**config.mk**
```make
export PLATFORM = sky130hd
export DESIGN_NAME = seg7_scan
export DESIGN_NICKNAME = d
export VERILOG_FILES = /design/src/rtl/seg7_pkg.sv /design/src/rtl/seg7_hex_dec.sv /design/src/rtl/seg7_scan.sv
export SDC_FILE = /design/constraint.sdc
export NUM_CORES = 1
export LEC_CHECK = 0
export ABC_CLOCK_PERIOD_IN_PS = 5600
export CORE_MARGIN = 2
export CORE_UTILIZATION = 56
export CTS_CLUSTER_SIZE = 25
export DETAILED_ROUTE_END_ITERATION = 10
export PLACE_DENSITY = 0.8
export SLEW_MARGIN = 20
export SYNTH_ARGS = -nofsm -noshare
export SYNTH_HDL_FRONTEND = slang
export SYNTH_SLANG_ARGS = --single-unit
```
**constraint.sdc**
```tcl
create_clock -name clk_i -period 5.6 [get_ports clk_i]
set_input_delay 1.4 -clock clk_i [delete_from_list [all_inputs] [get_ports clk_i]]
set_output_delay 1.4 -clock clk_i [all_outputs]
set_load 0.01 [all_outputs]
```
**src/rtl/seg7_pkg.sv**
```systemverilog
// Shared definitions for the seg7_scan display driver.
// Holds the active-high abcdefg segment patterns for the sixteen hex glyphs,
// the all-off pattern, and a constant ceil(log2) helper used to size the
// prescaler and digit-index counters.
package seg7_pkg;

    // Segment patterns, bit 6 = a ... bit 0 = g, 1 = segment lit.
    localparam logic [6:0] SEG_0   = 7'b1111110;
    localparam logic [6:0] SEG_1   = 7'b0110000;
    localparam logic [6:0] SEG_2   = 7'b1101101;
    localparam logic [6:0] SEG_3   = 7'b1111001;
    localparam logic [6:0] SEG_4   = 7'b0110011;
    localparam logic [6:0] SEG_5   = 7'b1011011;
    localparam logic [6:0] SEG_6   = 7'b1011111;
    localparam logic [6:0] SEG_7   = 7'b1110000;
    localparam logic [6:0] SEG_8   = 7'b1111111;
    localparam logic [6:0] SEG_9   = 7'b1111011;
    localparam logic [6:0] SEG_A   = 7'b1110111;
    localparam logic [6:0] SEG_B   = 7'b0011111;
    localparam logic [6:0] SEG_C   = 7'b1001110;
    localparam logic [6:0] SEG_D   = 7'b0111101;
    localparam logic [6:0] SEG_E   = 7'b1001111;
    localparam logic [6:0] SEG_F   = 7'b1000111;
    localparam logic [6:0] SEG_OFF = 7'b0000000;

    // Smallest r with 2**r >= n; returns 0 for n <= 1.
    function automatic int clog2(input int n);
        int r;
        r = 0;
        while ((32'sd1 <<< r) < n) begin
            r = r + 1;
        end
        return r;
    endfunction

endpackage

```
**src/rtl/seg7_hex_dec.sv**
```systemverilog
// Combinational hex-to-seven-segment decoder.
// Ports:
//   nib_i  - 4-bit hex digit
//   seg_o  - active-high segment pattern, seg_o[6] = a ... seg_o[0] = g
module seg7_hex_dec
    import seg7_pkg::*;
(
    input  logic [3:0] nib_i,
    output logic [6:0] seg_o
);

    // Glyph lookup for the sixteen hex digits.
    always_comb begin
        seg_o = SEG_OFF;
        case (nib_i)
            4'h0:    seg_o = SEG_0;
            4'h1:    seg_o = SEG_1;
            4'h2:    seg_o = SEG_2;
            4'h3:    seg_o = SEG_3;
            4'h4:    seg_o = SEG_4;
            4'h5:    seg_o = SEG_5;
            4'h6:    seg_o = SEG_6;
            4'h7:    seg_o = SEG_7;
            4'h8:    seg_o = SEG_8;
            4'h9:    seg_o = SEG_9;
            4'hA:    seg_o = SEG_A;
            4'hB:    seg_o = SEG_B;
            4'hC:    seg_o = SEG_C;
            4'hD:    seg_o = SEG_D;
            4'hE:    seg_o = SEG_E;
            4'hF:    seg_o = SEG_F;
            default: seg_o = SEG_OFF;
        endcase
    end

endmodule

```
**src/rtl/seg7_scan.sv**
```systemverilog
// Time-multiplexed driver for an NDIG-digit common-anode seven-segment display.
// A prescaler divides the clock into digit slots of SCAN_DIV cycles; each slot
// opens with BLANK_CYC cycles of all anodes off to suppress ghosting. Loads go
// to a pending shadow and are copied to the displayed (active) copy only at the
// frame boundary, so a frame never mixes old and new digits.
// Ports:
//   clk_i, rst_i  - clock, asynchronous active-high reset
//   value_i       - packed nibbles, digit 0 (rightmost) in value_i[3:0]
//   dp_i          - decimal point per digit
//   digit_en_i    - per-digit enable, 0 force-blanks the digit
//   blank_lz_i    - leading-zero blanking enable (used live, not shadowed)
//   load_i        - one-cycle strobe capturing value_i, dp_i, digit_en_i
//   seg_o         - segment pins a..g (bit 6 = a)
//   dp_out_o      - decimal point pin
//   an_o          - anode pins, at most one active
//   frame_done_o  - one-cycle pulse after the last slot of a frame ends
module seg7_scan
    import seg7_pkg::*;
#(
    parameter int NDIG           = 8,
    parameter int SCAN_DIV       = 100000,
    parameter int BLANK_CYC      = 1000,
    parameter int SEG_ACTIVE_LOW = 1,
    parameter int AN_ACTIVE_LOW  = 1
) (
    input  logic              clk_i,
    input  logic              rst_i,
    input  logic [4*NDIG-1:0] value_i,
    input  logic [NDIG-1:0]   dp_i,
    input  logic [NDIG-1:0]   digit_en_i,
    input  logic              blank_lz_i,
    input  logic              load_i,
    output logic [6:0]        seg_o,
    output logic              dp_out_o,
    output logic [NDIG-1:0]   an_o,
    output logic              frame_done_o
);

    localparam int PC_W  = (clog2(SCAN_DIV) < 1) ? 1 : clog2(SCAN_DIV);
    localparam int IDX_W = (clog2(NDIG) < 1) ? 1 : clog2(NDIG);

    localparam logic [PC_W-1:0]  PC_MAX   = PC_W'(SCAN_DIV - 1);
    localparam logic [PC_W-1:0]  PC_BLANK = PC_W'(BLANK_CYC);
    localparam logic [IDX_W-1:0] IDX_MAX  = IDX_W'(NDIG - 1);

    // Pin-level "everything off" values.
    localparam logic [6:0]      SEG_PIN_OFF = (SEG_ACTIVE_LOW != 0) ? 7'h7F : 7'h00;
    localparam logic            DP_PIN_OFF  = (SEG_ACTIVE_LOW != 0) ? 1'b1 : 1'b0;
    localparam logic [NDIG-1:0] AN_PIN_OFF  = (AN_ACTIVE_LOW != 0) ? {NDIG{1'b1}} : {NDIG{1'b0}};

    logic [PC_W-1:0]   pc_q,  pc_d;
    logic [IDX_W-1:0]  idx_q, idx_d;
    logic [4*NDIG-1:0] val_pend_q, val_pend_d, val_act_q, val_act_d;
    logic [NDIG-1:0]   dp_pend_q, dp_pend_d, dp_act_q, dp_act_d;
    logic [NDIG-1:0]   en_pend_q, en_pend_d, en_act_q, en_act_d;

    logic [6:0]        seg_q, seg_d;
    logic              dp_out_q, dp_out_d;
    logic [NDIG-1:0]   an_q, an_d;
    logic              frame_done_q, frame_done_d;

    logic              slot_end_s, frame_end_s;
    logic [3:0]        nib_s;
    logic [6:0]        seg_raw_s;
    logic              lz_s;

    assign slot_end_s  = (pc_q == PC_MAX);
    assign frame_end_s = slot_end_s && (idx_q == IDX_MAX);
    assign nib_s       = val_act_q[{idx_q, 2'b00} +: 4];

    seg7_hex_dec u_dec (
        .nib_i (nib_s),
        .seg_o (seg_raw_s)
    );

    // Scan counters and pending/active shadow transfer.
    always_comb begin
        pc_d       = pc_q;
        idx_d      = idx_q;
        val_pend_d = val_pend_q;
        dp_pend_d  = dp_pend_q;
        en_pend_d  = en_pend_q;
        val_act_d  = val_act_q;
        dp_act_d   = dp_act_q;
        en_act_d   = en_act_q;

        if (slot_end_s) begin
            pc_d  = {PC_W{1'b0}};
            idx_d = (idx_q == IDX_MAX) ? {IDX_W{1'b0}} : idx_q + IDX_W'(1);
        end else begin
            pc_d  = pc_q + PC_W'(1);
            idx_d = idx_q;
        end

        if (load_i) begin
            val_pend_d = value_i;
            dp_pend_d  = dp_i;
            en_pend_d  = digit_en_i;
        end else begin
            val_pend_d = val_pend_q;
            dp_pend_d  = dp_pend_q;
            en_pend_d  = en_pend_q;
        end

        // A load landing on the boundary bypasses the shadow so it shows next slot.
        if (frame_end_s) begin
            val_act_d = val_pend_d;
            dp_act_d  = dp_pend_d;
            en_act_d  = en_pend_d;
        end else begin
            val_act_d = val_act_q;
            dp_act_d  = dp_act_q;
            en_act_d  = en_act_q;
        end
    end

    // Blanking, anode select and pin polarity ahead of the output registers.
    always_comb begin
        seg_d        = SEG_OFF;
        dp_out_d     = 1'b0;
        an_d         = {NDIG{1'b0}};
        frame_done_d = frame_end_s;

        // Blank when this digit and everything above it is zero (never digit 0).
        lz_s = blank_lz_i && (idx_q != {IDX_W{1'b0}}) &&
               ((val_act_q >> {idx_q, 2'b00}) == {(4*NDIG){1'b0}});

        if (en_act_q[idx_q] && !lz_s) begin
            seg_d = seg_raw_s;
        end else begin
            seg_d = SEG_OFF;
        end

        if (en_act_q[idx_q]) begin
            dp_out_d = dp_act_q[idx_q];
        end else begin
            dp_out_d = 1'b0;
        end

        for (int i = 0; i < NDIG; i++) begin
            an_d[i] = (pc_q >= PC_BLANK) && (idx_q == IDX_W'(i));
        end

        if (SEG_ACTIVE_LOW != 0) begin
            seg_d    = ~seg_d;
            dp_out_d = ~dp_out_d;
        end else begin
            seg_d    = seg_d;
            dp_out_d = dp_out_d;
        end

        if (AN_ACTIVE_LOW != 0) begin
            an_d = ~an_d;
        end else begin
            an_d = an_d;
        end
    end

    // State and output registers.
    always_ff @(posedge clk_i or posedge rst_i) begin
        if (rst_i) begin
            pc_q         <= {PC_W{1'b0}};
            idx_q        <= {IDX_W{1'b0}};
            val_pend_q   <= {(4*NDIG){1'b0}};
            dp_pend_q    <= {NDIG{1'b0}};
            en_pend_q    <= {NDIG{1'b0}};
            val_act_q    <= {(4*NDIG){1'b0}};
            dp_act_q     <= {NDIG{1'b0}};
            en_act_q     <= {NDIG{1'b0}};
            seg_q        <= SEG_PIN_OFF;
            dp_out_q     <= DP_PIN_OFF;
            an_q         <= AN_PIN_OFF;
            frame_done_q <= 1'b0;
        end else begin
            pc_q         <= pc_d;
            idx_q        <= idx_d;
            val_pend_q   <= val_pend_d;
            dp_pend_q    <= dp_pend_d;
            en_pend_q    <= en_pend_d;
            val_act_q    <= val_act_d;
            dp_act_q     <= dp_act_d;
            en_act_q     <= en_act_d;
            seg_q        <= seg_d;
            dp_out_q     <= dp_out_d;
            an_q         <= an_d;
            frame_done_q <= frame_done_d;
        end
    end

    assign seg_o        = seg_q;
    assign dp_out_o     = dp_out_q;
    assign an_o         = an_q;
    assign frame_done_o = frame_done_q;

endmodule
```
# Word-level counts from Yosys, hierarchy flattened
# Memories as Yosys holds them, arrays and structs flattened.
# Index checks and enable logic that the tools add are counted.
dict set report word_totals {
  mem_count 1
  register_bits 133
  elab_cells 57
  mem_bits_ro 112
}
dict set report op_classes {
  n_lt_le_gt_ge 2
  n_bitwise 3
  eq_ne 8
  n_shift 2
  mux 11
  n_reduce_logical 16
  add_sub_neg 2
}
# name depth width rd rd_clocked_by_memory_dff wr line_no
set memory_table {}
lappend memory_table {{(name not given)} 16 7 1 0 0 seg7_hex_dec.sv:15} ;# case (nib_i)
# cell count
set ops {}
lappend ops {{zero test 32 bit} 1}
lappend ops {{2-to-1 mux 32 bit} 1}
lappend ops {{indexed part select 32 x 6 -> 4 bit} 1}
lappend ops {{>> shifter 32 x 5 -> 32 bit} 1}
lappend ops {{adder 17 x 1 -> 17 bit, second input constant} 1}
lappend ops {{== test 17 bit, second input constant} 1}
lappend ops {{greater-or-equal comparator 17 x 10 -> 1 bit, second input constant} 1}
lappend ops {{2-to-1 mux 17 bit} 1}
lappend ops {{2-to-1 mux 8 bit} 2}
lappend ops {{== test 3 bit, second input constant} 4}
lappend ops {{logical AND 1 bit} 12}
lappend ops {{inverter 8 bit} 1}
lappend ops {{2-to-1 mux 7 bit} 1}
lappend ops {{inverter 7 bit} 1}
lappend ops {{binary-select mux 1 bit (select 3 bit)} 2}
lappend ops {{== test 3 x 2 -> 1 bit, second input constant} 2}
lappend ops {{< comparator 3 x 4 -> 1 bit, second input constant} 1}
lappend ops {{adder 3 x 1 -> 3 bit, second input constant} 1}
lappend ops {{== test 3 x 1 -> 1 bit, second input constant} 1}
lappend ops {{zero test 3 bit} 1}
lappend ops {{2-to-1 mux 1 bit} 3}
lappend ops {{2-to-1 mux 3 bit} 1}
lappend ops {{nonzero test 3 bit} 1}
lappend ops {{zero test 1 bit} 1}
lappend ops {{inverter 1 bit} 1}

# Logic depth before layout (Yosys ltp)
dict set report logic_depth {
  ltp_word 7
  depth_mapped 11
}

# By module
# Synthesis repeated with hierarchy kept, for this count alone.
dict set report hier_totals {
  cells_unflattened 473
  hier_area_um2 6222.2
}
# module cells_each area_per_inst_um2 n_inst seq_area_each_um2
set modules_own_cells {}
lappend modules_own_cells {seg7_scan 440 5934.4 1 3348.2}
lappend modules_own_cells {seg7_hex_dec 33 287.8 1 0.0}

# Least setup slack after synthesis
# No wires, ideal clock.
dict set report synth_timing {
  kind {input to register}
  from {in load_i}
  to {reg dp_act_q[0]}
  setup_slack_ns 2.763
  setup_time_ns 0.125
  arrival_ns 2.712
  required_time_ns 5.475
  path_stages 4
  cell_sequence {clkbuf_1 buf_1 mux2_2 mux2_4}
}
dict set report synth_via {
  elab_chain_len 1
}
# item line_no
set synth_rtl {}
lappend synth_rtl {{from (decl)} seg7_scan.sv:32} ;# input logic load_i,
lappend synth_rtl {{2-to-1 mux 8 bit} seg7_scan.sv:95} ;# if (load_i) begin
lappend synth_rtl {{net dp_pend_d[0]} seg7_scan.sv:54} ;# logic [NDIG-1:0] dp_pend_q, dp_pend_d, dp_act_q, dp_act_d;
lappend synth_rtl {{to (signal assigned)} seg7_scan.sv:168} ;# dp_act_q <= {NDIG{1'b0}};
lappend synth_rtl {{to (signal assigned)} seg7_scan.sv:181} ;# dp_act_q <= dp_act_d;
lappend synth_rtl {{to (decl)} seg7_scan.sv:54}
# The timed path passes the listed nets, and every way through them passes these cells.
# A chain may end at the register's enable or synchronous reset.

# Worst setup path after layout
dict set report layout_timing {
  from {reg pc_q[13]}
  to {reg dp_act_q[6]}
}
dict set report layout_via {
  elab_chain_len 2
}
# item line_no
set layout_rtl {}
lappend layout_rtl {{from (decl)} seg7_scan.sv:51} ;# logic [PC_W-1:0] pc_q, pc_d;
lappend layout_rtl {{from (signal assigned)} seg7_scan.sv:162} ;# pc_q <= {PC_W{1'b0}};
lappend layout_rtl {{from (signal assigned)} seg7_scan.sv:175} ;# pc_q <= pc_d;
lappend layout_rtl {{== test 17 bit} seg7_scan.sv:67} ;# assign slot_end_s = (pc_q == PC_MAX);
lappend layout_rtl {{logical AND 1 bit} seg7_scan.sv:68} ;# assign frame_end_s = slot_end_s && (idx_q == IDX_MAX);
# Every way passes these cells.

==> flow_summary_export.csv <==
group,metric,value,unit
synth,yosysWarnings,0,
setup_path,cp_slowest_cell,"nor4_4",
finish,mostFrequentLayoutCells,"dfrtp_1, mux2_2, clkdlybuf4s50_1",
setup_path,endpoint,"dp_act_q[6]",
clocking,clock_path_buffers,2,
sta,setup-tns-final,0,ns
power,p_total,2.41,mW
sta,period_needed,3.26,ns
route,routed_wl,12300,um
clocking,holdBufCountCts,0,
sta,rsz0062_at_grt,"false",
synth,synthFlopType,"dfrtp_1",
job,drv_cap,0,
min_path,hp-class,"flip-flop to flip-flop",
finish,syn2layout_area_growth,23.5,%
power,power.density,322,nW/um2
global_route,antenna_found_initial,0,
place,dp.cells,630,
setup_path,startpoint,"pc_q[13]",
setup_path,r2r-end,"dp_act_q[6]",
finish,layout_commonest_cell,"dfrtp_1",
global_route,grt_first_pass_wirelength,20800,um
power,irDropWorstVdd,0.176,mV
floorplanning,ioPinCount,69,
sta,setup_slack,2.34,ns
synth,synthesis.area,6050,um2
global_route,grt_max_degree,55,
setup_path,cp_cell_sequence,"or4_4 -> nor4_4 -> nand2_2 -> buf_4 -> mux2_4",
floorplanning,initial_core_util,58.1,%
global_route,grt-ovfl-total,0,
clocking,cts_sinks,133,
synth,syn_area_per_cell,13.7,um2
finish,post-route-util,71.8,%
clocking,cts_tree,"built",
sta,maxSlewHeadroom,43.3,%
sta,fmax,0.307,GHz
route,wl_per_cell,18.5,um
setup_path,r2r_start,"pc_q[13]",
synth,synth_cells,441,
route,viasPerCell,5.78,
clocking,clock_latency,0.51,ns
route,vias,3826,
floorplanning,die_w,108,um
place,place_hpwl,7960,um
clocking,cts_resized,0,
finish,drive_gt1_share,32.1,%
setup_path,required,5.99,ns
setup_path,cp_slowest_stage_delay,0.77,ns
place,gp_congestion,0.930,
floorplanning,row_count,37,
clocking,path_clk_slew,0.06,ns
place,dp_slack,2.32,ns
finish,stdcell_count,662,
setup_path,ff2ff_path_depth,5,
route,drtIter0Drc,329,
sta,fin_crit_sh,58.2,%
sta,finalSetupViolCount,0,
sta,skew,0.00862,ns
route,dr.pass1.iters,4,
clocking,clockRootBuffer,"clkbuf_8",
setup_path,arrival,3.65,ns
clocking,postCtsSetupBuffers,0,
route,drc_errors,0,
setup_path,critical_path_class,"flip-flop to flip-flop",
synth,ys_seq_elements,133,
synth,synth_edf_count,0,
sta,finalHoldViolCount,0,
finish,final_nets,579,
setup_path,crit_path_end_kind,"flip-flop",
floorplanning,fp.coreArea,10400,um2
setup_path,path_max_fanout,29,
power,p_leak,3.29,nW
floorplanning,die_area,11700,um2
route,detail-route-antenna-nets,0,
synth,ys_seq_area_share,55.3,%
place,portBuffers,68,
sta,slew_viol_final,0,
setup_path,regToRegSetupSlack,2.34,ns
synth,async_flop_share,100,%
synth,ys_types,51,
setup_path,critPathLaunchType,"flip-flop",
clocking,htree_num_levels,4,
floorplanning,die_y,108,um
synth,syn_nets,507,
global_route,grt_pass1_vias,4115,
sta,tightest_slew,0.827,ns
run_status,status,"finished clean",
finish,antenna_cells,0,
clocking,cts_buffers,17,
global_route,grt_usage,23.5,%
## critical path: cells and delay by family, from the launching register on
family / cells / cell delay (ns)
AND/OR/NAND/NOR: 3 / 1.90
flip-flops: 1 / 0.43
buffers and inverters: 1 / 0.44
multiplexers: 1 / 0.35
## final cells by class
| cell class | instances | area, um2 |
|---|---|---|
| Inverter | 8 | 32.5 |
| Fill cell | 700 | 2940 |
| Clock buffer | 20 | 455 |
| Clock inverter | 12 | 175 |
| Tap cell | 136 | 170 |
| Sequential cell | 133 | 3350 |
| Multi-Input combinational cell | 280 | 2580 |
| Timing Repair Buffer | 73 | 716 |
## power breakdown
part           switching, mW  internal (mW)
clock                  0.406          0.758
sequential            0.0291           1.02
combinational         0.0826          0.108
total                  0.518           1.89
## sequential cells by signal, indices dropped and copies added (netlist names)
name	count
idx_q	3
seg_o	7
en_act_q	8
val_act_q	32
en_pend_q	8
pc_q	17
an_o	8
val_pend_q	32
frame_done_o	1
dp_pend_q	8
dp_act_q	8
dp_out_o	1
## how the worst min path moves through the flow
stage,to,slack (ns),depth (start not counted),start
2_1_floorplan,pc_q[4],0.45,1,pc_q[4]
3_3_place_gp,pc_q[4],0.48,1,pc_q[4]
3_5_place_dp,val_pend_q[5],0.49,1,val_pend_q[5]
4_1_cts,val_pend_q[5],0.50,1,val_pend_q[5]
5_1_grt,val_pend_q[13],0.51,1,val_pend_q[13]
6_report,val_pend_q[5],0.50,1,val_pend_q[5]
## kinds of logic (layout without fill, tap and decap cells)
group | after synthesis | count (layout) | share of synthesized area [%]
DFF | 133 | 133 | 55.3
buffers and inverters | 28 | 113 | 2.13
muxes | 116 | 116 | 24.9
xor gates and xnor gates | 13 | 13 | 1.88
and+or+nand+nor | 101 | 101 | 8.77
AOI/OAI and AO/OA | 36 | 36 | 4.07
adders and majority gates | 14 | 14 | 2.89
## layer usage
metal	routed length [um]	global-route usage [%]	share of wire [%]
met5	0	0	0
met4	240	8.88	2.0
met3	585	6.21	4.8
met2	5940	36.3	48
met1	5490	32.4	45
## through the flow
step	hold slack (ns)	instance area, um2
after CTS	0.499	7470
after floorplan	0.455	6050
final	0.496	7470
after global placement	0.479	6840
after detailed placement	0.486	6840
after global routing	0.510	7470
## cells in the mapped netlist (5+ instances only)
| cell type | count | area [um2] |
|---|---|---|
| dfrtp_1 | 117 | 2930 |
| mux2_2 | 77 | 867 |
| nand2_1 | 28 | 105 |
| nor2_1 | 24 | 90.1 |
| mux2_4 | 20 | 300 |
| dfstp_2 | 16 | 420 |
| ha_1 | 14 | 175 |
| mux4_2 | 12 | 270 |
| clkbuf_1 | 10 | 37.5 |
| nor4_1 | 10 | 62.6 |
| nand3_1 | 9 | 45.0 |
| o21ai_0 | 9 | 45.0 |
| xor2_1 | 9 | 78.8 |
| inv_1 | 7 | 26.3 |
| mux2i_1 | 7 | 70.1 |
| a21oi_1 | 5 | 25.0 |
(Power assumes the default switching activity.)
